## src/rtl/mem_trk_pkg.sv

```systemverilog
// rtl/mem_trk_pkg.sv - shared types, constants and helpers for the memory write tracker
package mem_trk_pkg;

  // Capture state machine encoding, visible on the state output
  typedef enum logic [1:0] {
    IDLE   = 2'd0,
    RUN    = 2'd1,
    FROZEN = 2'd2
  } trk_state_t;

  // Width of the saturating drop counter
  localparam int DROP_W = 16;

  // Channel id width; a single channel still needs one bit of id
  function automatic int ch_width(input int n);
    return (n <= 2) ? 1 : $clog2(n);
  endfunction

endpackage

```

## src/rtl/mem_access_tracker_if.sv

```systemverilog
// rtl/mem_access_tracker_if.sv - trace readout valid/ready port
interface mem_access_tracker_if #(
  parameter int TS_W   = 32,
  parameter int CH_W   = 2,
  parameter int ADDR_W = 16,
  parameter int DATA_W = 16
);
  logic              out_valid;
  logic              out_ready;
  logic [TS_W-1:0]   out_ts;
  logic [CH_W-1:0]   out_ch;
  logic [ADDR_W-1:0] out_addr;
  logic [DATA_W-1:0] out_data;

  modport master (
    output out_valid, out_ts, out_ch, out_addr, out_data,
    input  out_ready
  );

  modport slave (
    input  out_valid, out_ts, out_ch, out_addr, out_data,
    output out_ready
  );
endinterface

```

## src/rtl/mem_trk_fifo.sv

```systemverilog
// rtl/mem_trk_fifo.sv - show-ahead trace FIFO with synchronous clear and occupancy count
module mem_trk_fifo #(
  parameter  int WIDTH = 8,
  parameter  int DEPTH = 4,
  localparam int AW    = $clog2(DEPTH)
) (
  input  logic             Clk,
  input  logic             Reset,
  input  logic             clear_i,
  input  logic             push_i,
  input  logic [WIDTH-1:0] push_data_i,
  input  logic             pop_i,
  output logic [WIDTH-1:0] head_o,
  output logic             valid_o,
  output logic             full_o,
  output logic [AW:0]      count_o
);
  localparam logic [AW:0] FULL_CNT = (AW+1)'(DEPTH);

  logic [WIDTH-1:0] mem_q [DEPTH];
  logic [AW-1:0]    wr_ptr_q, rd_ptr_q;
  logic [AW:0]      count_q;
  logic             do_push, do_pop;

  assign valid_o = (count_q != '0);
  assign full_o  = (count_q == FULL_CNT);
  assign count_o = count_q;
  assign head_o  = mem_q[rd_ptr_q];

  // A pop frees the slot the same cycle, so push at full is fine when popping
  assign do_pop  = pop_i && valid_o;
  assign do_push = push_i && (!full_o || do_pop);

  // Pointers and occupancy; clear wins over any push or pop
  always_ff @(posedge Clk) begin
    if (!Reset) begin
      wr_ptr_q <= '0;
      rd_ptr_q <= '0;
      count_q  <= '0;
    end else if (clear_i) begin
      wr_ptr_q <= '0;
      rd_ptr_q <= '0;
      count_q  <= '0;
    end else begin
      if (do_push) wr_ptr_q <= wr_ptr_q + 1'b1;
      if (do_pop)  rd_ptr_q <= rd_ptr_q + 1'b1;
      count_q <= count_q + (AW+1)'(do_push) - (AW+1)'(do_pop);
    end
  end

  // Storage array; contents are only meaningful below the count
  always_ff @(posedge Clk) begin
    if (Reset && !clear_i && do_push) mem_q[wr_ptr_q] <= push_data_i;
  end
endmodule

```

## src/rtl/mem_access_tracker.sv

```systemverilog
// rtl/mem_access_tracker.sv - multi-channel RAM write snooper feeding a timestamped trace FIFO (option: MEM_TRK_ADDR_FILTER_EN)
module mem_access_tracker
  import mem_trk_pkg::*;
#(
  parameter  int NUM_CH       = 4,
  parameter  int ADDR_W       = 16,
  parameter  int DATA_W       = 16,
  parameter  int DEPTH        = 64,
  parameter  int TS_W         = 32,
  parameter  int STOP_ON_FULL = 0,
  localparam int CH_W         = ch_width(NUM_CH),
  localparam int CNT_W        = $clog2(DEPTH) + 1
) (
  input  logic                       Clk,
  input  logic                       Reset,
  input  logic                       arm,
  input  logic                       disarm,
  input  logic                       clear,
  input  logic [NUM_CH-1:0]          ch_we,
  input  logic [NUM_CH*ADDR_W-1:0]   ch_addr,
  input  logic [NUM_CH*DATA_W-1:0]   ch_data,
`ifdef MEM_TRK_ADDR_FILTER_EN
  input  logic [ADDR_W-1:0]          flt_lo,
  input  logic [ADDR_W-1:0]          flt_hi,
`endif
  mem_access_tracker_if.master       rd,
  output logic [CNT_W-1:0]           fifo_count,
  output logic [DROP_W-1:0]          drop_cnt,
  output logic [1:0]                 state
);
  localparam int              FW       = TS_W + CH_W + ADDR_W + DATA_W;
  localparam logic [CNT_W-1:0] FULL_CNT = CNT_W'(DEPTH);

  trk_state_t         state_q, state_d;
  logic [TS_W-1:0]    ts_q;
  logic [CH_W-1:0]    rr_q, rr_d;
  logic [DROP_W-1:0]  drop_q, drop_d;

  logic [NUM_CH-1:0]  stg_vld_q, stg_vld_d, stg_load, elig, cap, drop_vec;
  logic [TS_W-1:0]    stg_ts_q   [NUM_CH];
  logic [ADDR_W-1:0]  stg_addr_q [NUM_CH];
  logic [DATA_W-1:0]  stg_data_q [NUM_CH];

  logic               grant_vld;
  logic [CH_W-1:0]    grant_idx;
  logic               fifo_full, fifo_vld, pop;
  logic [FW-1:0]      fifo_head, push_data;
  logic [CNT_W-1:0]   fifo_cnt;

  // Address window check; without the filter every write is eligible
  always_comb begin
    elig = '0;
    for (int i = 0; i < NUM_CH; i++) begin
`ifdef MEM_TRK_ADDR_FILTER_EN
      elig[i] = (ch_addr[i*ADDR_W +: ADDR_W] >= flt_lo) &&
                (ch_addr[i*ADDR_W +: ADDR_W] <= flt_hi);
`else
      elig[i] = 1'b1;
`endif
    end
  end

  assign cap = (state_q == RUN) ? (ch_we & elig) : '0;
  assign pop = fifo_vld && rd.out_ready;

  // Round-robin grant of one pending stage, starting the search at rr_q
  always_comb begin
    int idx;
    idx       = 0;
    grant_vld = 1'b0;
    grant_idx = '0;
    if (!clear && (!fifo_full || pop)) begin
      for (int k = 0; k < NUM_CH; k++) begin
        idx = (int'(rr_q) + k) % NUM_CH;
        if (!grant_vld && stg_vld_q[idx]) begin
          grant_vld = 1'b1;
          grant_idx = CH_W'(idx);
        end
      end
    end
  end

  // Pointer moves to the channel after the winner so it gets lowest priority next
  always_comb begin
    rr_d = rr_q;
    if (grant_vld) rr_d = (int'(grant_idx) == NUM_CH - 1) ? '0 : grant_idx + 1'b1;
  end

  // A stage accepts a new write when empty or when it is draining this cycle
  always_comb begin
    stg_load  = '0;
    drop_vec  = '0;
    stg_vld_d = stg_vld_q;
    for (int i = 0; i < NUM_CH; i++) begin
      stg_load[i] = !clear && cap[i] &&
                    (!stg_vld_q[i] || (grant_vld && (int'(grant_idx) == i)));
      drop_vec[i] = !clear && cap[i] && !stg_load[i];
      if (clear)
        stg_vld_d[i] = 1'b0;
      else if (stg_load[i])
        stg_vld_d[i] = 1'b1;
      else if (grant_vld && (int'(grant_idx) == i))
        stg_vld_d[i] = 1'b0;
    end
  end

  // Add this cycle's drops into the counter, saturating at all ones
  always_comb begin
    logic [DROP_W:0] drop_sum;
    drop_sum = {1'b0, drop_q};
    for (int i = 0; i < NUM_CH; i++) drop_sum = drop_sum + (DROP_W+1)'(drop_vec[i]);
    if (clear)
      drop_d = '0;
    else if (drop_sum[DROP_W])
      drop_d = '1;
    else
      drop_d = drop_sum[DROP_W-1:0];
  end

  // Capture state machine; disarm has priority over arm
  always_comb begin
    state_d = state_q;
    case (state_q)
      IDLE:    if (arm && !disarm) state_d = RUN;
      RUN: begin
        if (disarm)
          state_d = IDLE;
        else if ((STOP_ON_FULL != 0) && (fifo_cnt == FULL_CNT))
          state_d = FROZEN;
      end
      FROZEN: begin
        if (disarm)
          state_d = IDLE;
        else if (arm)
          state_d = RUN;
      end
      default: state_d = IDLE;
    endcase
  end

  // Timestamp, arbiter pointer, drop counter and state registers
  always_ff @(posedge Clk) begin
    if (!Reset) begin
      state_q <= IDLE;
      ts_q    <= '0;
      rr_q    <= '0;
      drop_q  <= '0;
    end else begin
      state_q <= state_d;
      ts_q    <= ts_q + 1'b1;
      rr_q    <= rr_d;
      drop_q  <= drop_d;
    end
  end

  // Per-channel one-deep capture stages, stamped with the cycle of the strobe
  always_ff @(posedge Clk) begin
    if (!Reset) begin
      stg_vld_q <= '0;
      for (int i = 0; i < NUM_CH; i++) begin
        stg_ts_q[i]   <= '0;
        stg_addr_q[i] <= '0;
        stg_data_q[i] <= '0;
      end
    end else begin
      stg_vld_q <= stg_vld_d;
      for (int i = 0; i < NUM_CH; i++) begin
        if (stg_load[i]) begin
          stg_ts_q[i]   <= ts_q;
          stg_addr_q[i] <= ch_addr[i*ADDR_W +: ADDR_W];
          stg_data_q[i] <= ch_data[i*DATA_W +: DATA_W];
        end
      end
    end
  end

  assign push_data = {stg_ts_q[grant_idx], grant_idx, stg_addr_q[grant_idx], stg_data_q[grant_idx]};

  mem_trk_fifo #(
    .WIDTH (FW),
    .DEPTH (DEPTH)
  ) u_fifo (
    .Clk         (Clk),
    .Reset       (Reset),
    .clear_i     (clear),
    .push_i      (grant_vld),
    .push_data_i (push_data),
    .pop_i       (pop),
    .head_o      (fifo_head),
    .valid_o     (fifo_vld),
    .full_o      (fifo_full),
    .count_o     (fifo_cnt)
  );

  // Head fields read as zero when nothing is queued
  assign rd.out_valid = fifo_vld;
  assign {rd.out_ts, rd.out_ch, rd.out_addr, rd.out_data} = fifo_vld ? fifo_head : '0;
  assign fifo_count = fifo_cnt;
  assign drop_cnt   = drop_q;
  assign state      = state_q;
endmodule

```

## src/flat_wrapper.sv

```systemverilog
// flat-port wrapper written by rule: the top's interface ports become plain ports
module mem_access_tracker_flat import mem_trk_pkg::*;
#(
  parameter  int NUM_CH       = 4,
  parameter  int ADDR_W       = 16,
  parameter  int DATA_W       = 16,
  parameter  int DEPTH        = 64,
  parameter  int TS_W         = 32,
  parameter  int STOP_ON_FULL = 0,
  localparam int CH_W         = ch_width(NUM_CH),
  localparam int CNT_W        = $clog2(DEPTH) + 1
)
  (Clk, Reset, arm, disarm, clear, ch_we, ch_addr, ch_data, fifo_count, drop_cnt, state, rd_out_valid, rd_out_ts, rd_out_ch, rd_out_addr, rd_out_data, rd_out_ready);
  mem_access_tracker_if #(.TS_W(TS_W), .CH_W(2), .ADDR_W(ADDR_W), .DATA_W(DATA_W)) rd_i ();
  input  logic Clk;
  input  logic Reset;
  input  logic arm;
  input  logic disarm;
  input  logic clear;
  input  logic [NUM_CH-1:0] ch_we;
  input  logic [NUM_CH*ADDR_W-1:0] ch_addr;
  input  logic [NUM_CH*DATA_W-1:0] ch_data;
  output logic [CNT_W-1:0] fifo_count;
  output logic [DROP_W-1:0] drop_cnt;
  output logic [1:0] state;
  output wire logic [$bits(rd_i.out_valid)-1:0] rd_out_valid;
  output wire logic [$bits(rd_i.out_ts)-1:0] rd_out_ts;
  output wire logic [$bits(rd_i.out_ch)-1:0] rd_out_ch;
  output wire logic [$bits(rd_i.out_addr)-1:0] rd_out_addr;
  output wire logic [$bits(rd_i.out_data)-1:0] rd_out_data;
  input wire logic [$bits(rd_i.out_ready)-1:0] rd_out_ready;
  assign rd_out_valid = rd_i.out_valid;
  assign rd_out_ts = rd_i.out_ts;
  assign rd_out_ch = rd_i.out_ch;
  assign rd_out_addr = rd_i.out_addr;
  assign rd_out_data = rd_i.out_data;
  assign rd_i.out_ready = rd_out_ready;
  mem_access_tracker #(.NUM_CH(NUM_CH), .ADDR_W(ADDR_W), .DATA_W(DATA_W), .DEPTH(DEPTH), .TS_W(TS_W), .STOP_ON_FULL(STOP_ON_FULL)) u_core (.Clk(Clk), .Reset(Reset), .arm(arm), .disarm(disarm), .clear(clear), .ch_we(ch_we), .ch_addr(ch_addr), .ch_data(ch_data), .rd(rd_i), .fifo_count(fifo_count), .drop_cnt(drop_cnt), .state(state));
endmodule
```

## config.mk

```make
export PLATFORM = sky130hd
export DESIGN_NAME = mem_access_tracker_flat
export DESIGN_NICKNAME = d
export VERILOG_FILES = /design/src/rtl/mem_trk_pkg.sv /design/src/rtl/mem_access_tracker_if.sv /design/src/rtl/mem_trk_fifo.sv /design/src/rtl/mem_access_tracker.sv /design/src/flat_wrapper.sv
export SDC_FILE = /design/constraint.sdc
export NUM_CORES = 2
export LEC_CHECK = 0
export CORE_UTILIZATION = 50
export CTS_CLUSTER_DIAMETER = 50
export DETAILED_ROUTE_END_ITERATION = 16
export GPL_ROUTABILITY_DRIVEN = 0
export HOLD_SLACK_MARGIN = 0.02
export PLACE_DENSITY_LB_ADDON = 0.25
export SLEW_MARGIN = 20
export SYNTH_ARGS = -nofsm -noshare
export SYNTH_HDL_FRONTEND = slang
export SYNTH_MEMORY_MAX_BITS = 65536
export SYNTH_SLANG_ARGS = --single-unit
```

## constraint.sdc

```tcl
create_clock -name Clk -period 7 [get_ports Clk]
set_input_delay 1.75 -clock Clk [delete_from_list [all_inputs] [get_ports Clk]]
set_output_delay 1.75 -clock Clk [all_outputs]
set_load 0.02 [all_outputs]
```

# After elaboration in Yosys (flattened, before gate mapping)
# Memory sizes are Yosys's and may differ from the RTL's. A register that Yosys moved wholly into a read port is not among the register bits.
# Cells that the tools add are included.
# totals
reg_bits	75
ram_bits	4480
output_inout_bits	92
memories	4
# memory_table
memory	depth	word_bits	rd	rd_ports_with_merged_regs	write_ports	line_no	rtl
u_core.u_fifo.mem_q	64	66	1	1	1	mem_trk_fifo.sv:20	logic [WIDTH-1:0] mem_q [DEPTH];
u_core.stg_ts_q	4	32	1	0	4	mem_access_tracker.sv:40	logic [TS_W-1:0] stg_ts_q [NUM_CH];
u_core.stg_addr_q	4	16	1	0	4	mem_access_tracker.sv:41	logic [ADDR_W-1:0] stg_addr_q [NUM_CH];
u_core.stg_data_q	4	16	1	0	4	mem_access_tracker.sv:42	logic [DATA_W-1:0] stg_data_q [NUM_CH];
# op_classes
n_addsub	13
n_lt_le_gt_ge	4
n_eq_ne	9
mux	70
bitwise	16
n_reduce_logical	58
# op_table
op	count
$mux 16	9
$mux 32	4
$mux 66	1
$add 17x1->17	3
$mux 1	38
$add 32x1->32 const B	1
$logic_and 1x1->1	26
$mux 2	10
$add 16x1->17	1
$logic_not 1->1	14
$add 6x1->6 const B	2
$lt 3x4->1 const B	3
$mux 6	2
$or 1x1->1	12
$bmux 1 s2	4
$reduce_bool 2->1	4
$reduce_or 2->1	4
$add 7x1->7	1
$eq 7x7->1 const B	1
$reduce_bool 7->1	1
$sub 7x1->7	1
$eq 2x2->1 const B	3
$logic_or 1x1->1	6
$pmux 2 s3	1
other kinds (12)	18

# Logic depth before layout (Yosys ltp)
# logic_depth
ltp_word	28
depth_mapped	21

# Hierarchy
# From an unflattened synthesis, not the netlist that was laid out.
# unflattened
hier_cells	8138
area_unflattened_um2	175444.5
# by_module_without_submodules
mod	instances	cells_each	area_per_inst_um2
mem_trk_fifo	1	6836	160996.9
mem_access_tracker	1	1302	14447.6

# Worst setup path before layout
# No wires, ideal clock.
# synth_timing
path_type	input-to-reg
start	input rd_out_ready
end	memory u_core.u_fifo.mem_q[58][0] (netlist bit), enable pin
arrival_ps	5754
path_slack_ps	755
stages	7
path_buffers	1
path_cell_list	inv_1 > a311oi_2 > buf_6 > inv_2 > nor3b_4 > nand3b_4 > nor2_1
# synth_between
elab_chain_cells	8
elab_cells_between_ends	10
cone_classes	3 x mux; 7 x reduce/logical
# synth_rtl
item	line_no	rtl
from (decl)	flat_wrapper.sv:31	input wire logic [$bits(rd_i.out_ready)-1:0] rd_out_ready;
$logic_and 1x1->1 *	mem_access_tracker.sv:64	assign pop = fifo_vld && rd.out_ready;
$logic_or 1x1->1	mem_access_tracker.sv:72	if (!clear && (!fifo_full || pop)) begin
$logic_and 1x1->1	mem_access_tracker.sv:72	
$mux 1	mem_access_tracker.sv:72	
$logic_and 1x1->1 *	mem_trk_fifo.sv:32	assign do_push = push_i && (!full_o || do_pop);
$logic_and 1x1->1 *	mem_trk_fifo.sv:53	if (Reset && !clear_i && do_push) mem_q[wr_ptr_q] <= push_data_i;
$mux 1 *	mem_trk_fifo.sv:53	
$mux 1 (implied by the code) *	mem_trk_fifo.sv:53	
to (decl)	mem_trk_fifo.sv:20	
# Mark *: on every way between the ends. The rest lies on a longest branch, timed or not.

# Worst setup path in the final report
# layout_timing
start	register u_core.u_fifo.count_q[2], in the netlist u_core.u_fifo.count_o[2]
end	output rd_out_addr[14]
# layout_between
elab_chain_cells	2
# layout_rtl
item	line_no	rtl
from (decl)	mem_trk_fifo.sv:22	logic [AW:0] count_q;
from (signal assigned)	mem_trk_fifo.sv:47	count_q <= count_q + (AW+1)'(do_push) - (AW+1)'(do_pop);
$reduce_bool 7->1	mem_trk_fifo.sv:25	assign valid_o = (count_q != '0);
$mux 66	mem_access_tracker.sv:197	assign {rd.out_ts, rd.out_ch, rd.out_addr, rd.out_data} = fifo_vld ? fifo_head : '0;
to (decl)	flat_wrapper.sv:29	output wire logic [$bits(rd_i.out_addr)-1:0] rd_out_addr;
# No other way between the ends.

==> run metrics <==
routed wire length 549000 um; clk_lat worst skew 1000 ps; Critical Path Sink Type output pin; Seq pwr share 48.5%; violated checks setup timing; Final WS setup -70.58 ps; Die Y 598.1 um; Min-Delay Path Class reg2reg; Starting Density 50.30%; EDFF count, synth 4480; total track usage 30.24%; pin count of the biggest net entering global routing 124; synth-to-layout area growth 14.99%; compound-gate portion of the synthesized area 3.579%; Avg Vias per Cell 6.613; most area-hungry cell type in the Yosys netlist edfxtp_1; status finished, violations left; kind of critical path reg2out; Remaining Overflow, GRT 0; # IOs 230; final net count 9702; syn nets 9164; Setup Skew 74.58 ps; Synth Area in XOR/XNOR 0.2465%; worst-path maximum fanout 40; WP data arrival 5320 ps; initial antenna violation count 39; combinational power share 11.5%; Port Buffer Count 228; Final setup viols 6; Synth top area share 75.72%; cell area after placement 188800 um2; Syn Inst Count 9005; Final Cycle Share 101.0%; simple-gate share of the synthesized area 2.711%; Max VDD drop 0.4821 mV; Post-CTS Hold Fix Bufs 0; max-slew violations 0; post-synthesis sequential area ratio 76.62%; Sw Share 23.93%; RSZ-0062 raised after global routing false; Netlist cell types 64; pwr/cell area 304.8 nW/um2; syn avg cell area 19.73 um2; Via Count 97100; Clock Path Buffers 4; Reg-to-Reg End u_core.drop_cnt[13]$_SDFF_PP0_; Worst EP required 5250 ps; first-pass GRT wire length 748400 um; CTS tree built; drt wl/cell 37.39 um; clock-pin slew on the worst setup and hold paths 60 ps; combinational family with the most area after synthesis multiplexers; WHS 526.1 ps; dpl hpwl 284100 um; r2r setup slk 1680 ps; Max H-tree Level 5; Num CTS Buffers 468; top cells by area, synth edfxtp_1 76%, mux2i_1 7.6%, mux4_2 7.5%; crit path from u_core.u_fifo.count_o[2]$_SDFF_PP0_; CTS Sinks 4560; Filler cells 25540; layout cells sized above 1 18.47%; Least-Margin Pin Slew 1252 ps; Main synth FF type edfxtp_1; die area 357700 um2; multiplexer area fraction after synthesis 15.14%; Initial DRC Count 15200; Placed Cells 13800; Worst Setup EP rd_out_addr[14]; Int Power 47.37 mW; Die Wd 598.1 um; Async S/R FF share, synth 0%; final core utilization 57.84%; core box area 353200 um2; Finished Cell Area 204300 um2; max cap viols 0; Critical Path Start Type flop; Rows 218; most numerous cell in the Yosys netlist edfxtp_1; worst r2r path cells 18; worst r2r src u_core.u_fifo.count_o[2]$_SDFF_PP0_; DR DRC count 0; Final ANT Viol Nets 0; Max Clk Rate 141.4 MHz; Post-synth top cells 4480 x edfxtp_1, 1349 x mux2i_1, 595 x mux4_2; adder and majority gate portion of the synthesized area 0.1648%; #FFs+latches synth 4560; Root Buffer clkbuf_16; static leakage 63.80 nW; P_sw 14.91 mW; Detailed Routing Iterations Pass 1 6; Clk pwr share 40.0%; vias in the first global route 94680; Worst slew margin 16.53%; area of the mapped netlist 177700 um2; Ys Warns 0; total power 62.28 mW; non-filler cells, final 14680; Final Hold Fails 0; post-layout min period 7071 ps
[metrics by stage]
stage | setup WS (ps) | TNS, ps
after floorplan | 755.4 | 0
after global placement | 335.6 | 0
after detailed placement | 414.0 | 0
after CTS | 19.63 | 0
after global routing | 2.097 | 0
final | -70.58 | -246.3
[registers in the layout (all words and copies together), names as in the netlist, named ones only]
signal                  count
u_core.u_fifo.rd_ptr_q      6
u_core.u_fifo.count_o       7
u_core.stg_data_q          64
u_core.ts_q                32
u_core.rr_q                 2
u_core.stg_addr_q          64
u_core.stg_vld_q            4
u_core.u_fifo.wr_ptr_q      6
u_core.stg_ts_q           128
u_core.drop_cnt            16
u_core.state                1
u_core.u_fifo.mem_q      4224
[worst min-delay path by stage]
stage,cells after the start,end,startpoint,slack [ps]
after floorplan,1,u_core.ts_q[0]$_SDFF_PN0_,u_core.ts_q[0]$_SDFF_PN0_,450
after global placement,1,u_core.ts_q[0]$_SDFF_PN0_,u_core.ts_q[0]$_SDFF_PN0_,500
after detailed placement,1,u_core.ts_q[0]$_SDFF_PN0_,u_core.ts_q[0]$_SDFF_PN0_,510
after CTS,1,u_core.ts_q[0]$_SDFF_PN0_,u_core.ts_q[0]$_SDFF_PN0_,530
after global routing,1,u_core.ts_q[0]$_SDFF_PN0_,u_core.ts_q[0]$_SDFF_PN0_,580
final,1,u_core.ts_q[0]$_SDFF_PN0_,u_core.ts_q[0]$_SDFF_PN0_,530
[power by group through the flow]
stage	logic (mW)	clock network, mW	registers (mW)
floorplan	4.44	0	30.8
global placement	7.00	0	30.8
detailed placement	7.09	0	30.8
CTS	7.12	25.1	30.2
global route	7.47	26.1	30.2
finish	7.16	24.9	30.2
[kinds of logic (layout without fill, tap and decap cells)]
family                     count (synthesis)  count (layout)
xor gates and xnor gates                  50              50
DFF                                     4560            4560
buffers and inverters                    561            1501
adders and majority gates                 21              21
and+or+nand+nor                          958             958
AOI/OAI and AO/OA                        910             910
other                                      1               9
muxes                                   1944            1944
[final cells by class]
class	count	area [um2]	share of cell area (%)
Sequential cell	4560	136100	66.64
Multi-Input combinational cell	3884	40310	19.73
Clock buffer	573	12360	6.051
Timing Repair Buffer	606	6421	3.143
Tap cell	4730	5918	2.897
Clock inverter	299	3004	1.471
Inverter	23	111.4	0.05451
Antenna cell	8	20.02	0.009799
[what timing repair did]
action / in CTS / in global routing
resized for setup: 1 / 1
gates cloned: 0 / 0
setup endpoints to repair: 1 / 1
buffers inserted: 0 / 1
pin swaps: 0 / 0
[cells in the final DEF (no fill, tap or decap), drive strengths merged, types with 136 or more instances in the layout]
| master | count |
|---|---|
| o22ai | 185 |
| clkdlybuf4s50 | 227 |
| nand2 | 195 |
| and2 | 287 |
| buf | 379 |
| a211oi | 195 |
| nor2 | 256 |
| clkbuf | 573 |
| edfxtp | 4480 |
| o21ai | 136 |
| clkinv | 205 |
| mux2i | 1349 |
| mux4 | 595 |
[worst max-delay path, cell delays in order (launching register included)]
cell	delay, ps
dfxtp_1	320
inv_1	80
ha_1	150
nor4bb_2	450
nand2b_1	500
nand2b_4	470
buf_12	460
nand2b_2	240
buf_4	350
o221ai_1	150
o22a_1	460
clkdlybuf4s50_1	650
[metal layers]
metal  up-vias  global-route usage [%]  part of all wire [%]
met4        10                   12.75                   4.8
met5         -                       0                0.0089
met3      1387                   5.752                    12
met1     51010                   41.93                    37
met2      6792                   47.30                    46
li1      37900                       -                     -
Power figures use the tool's default switching activity.
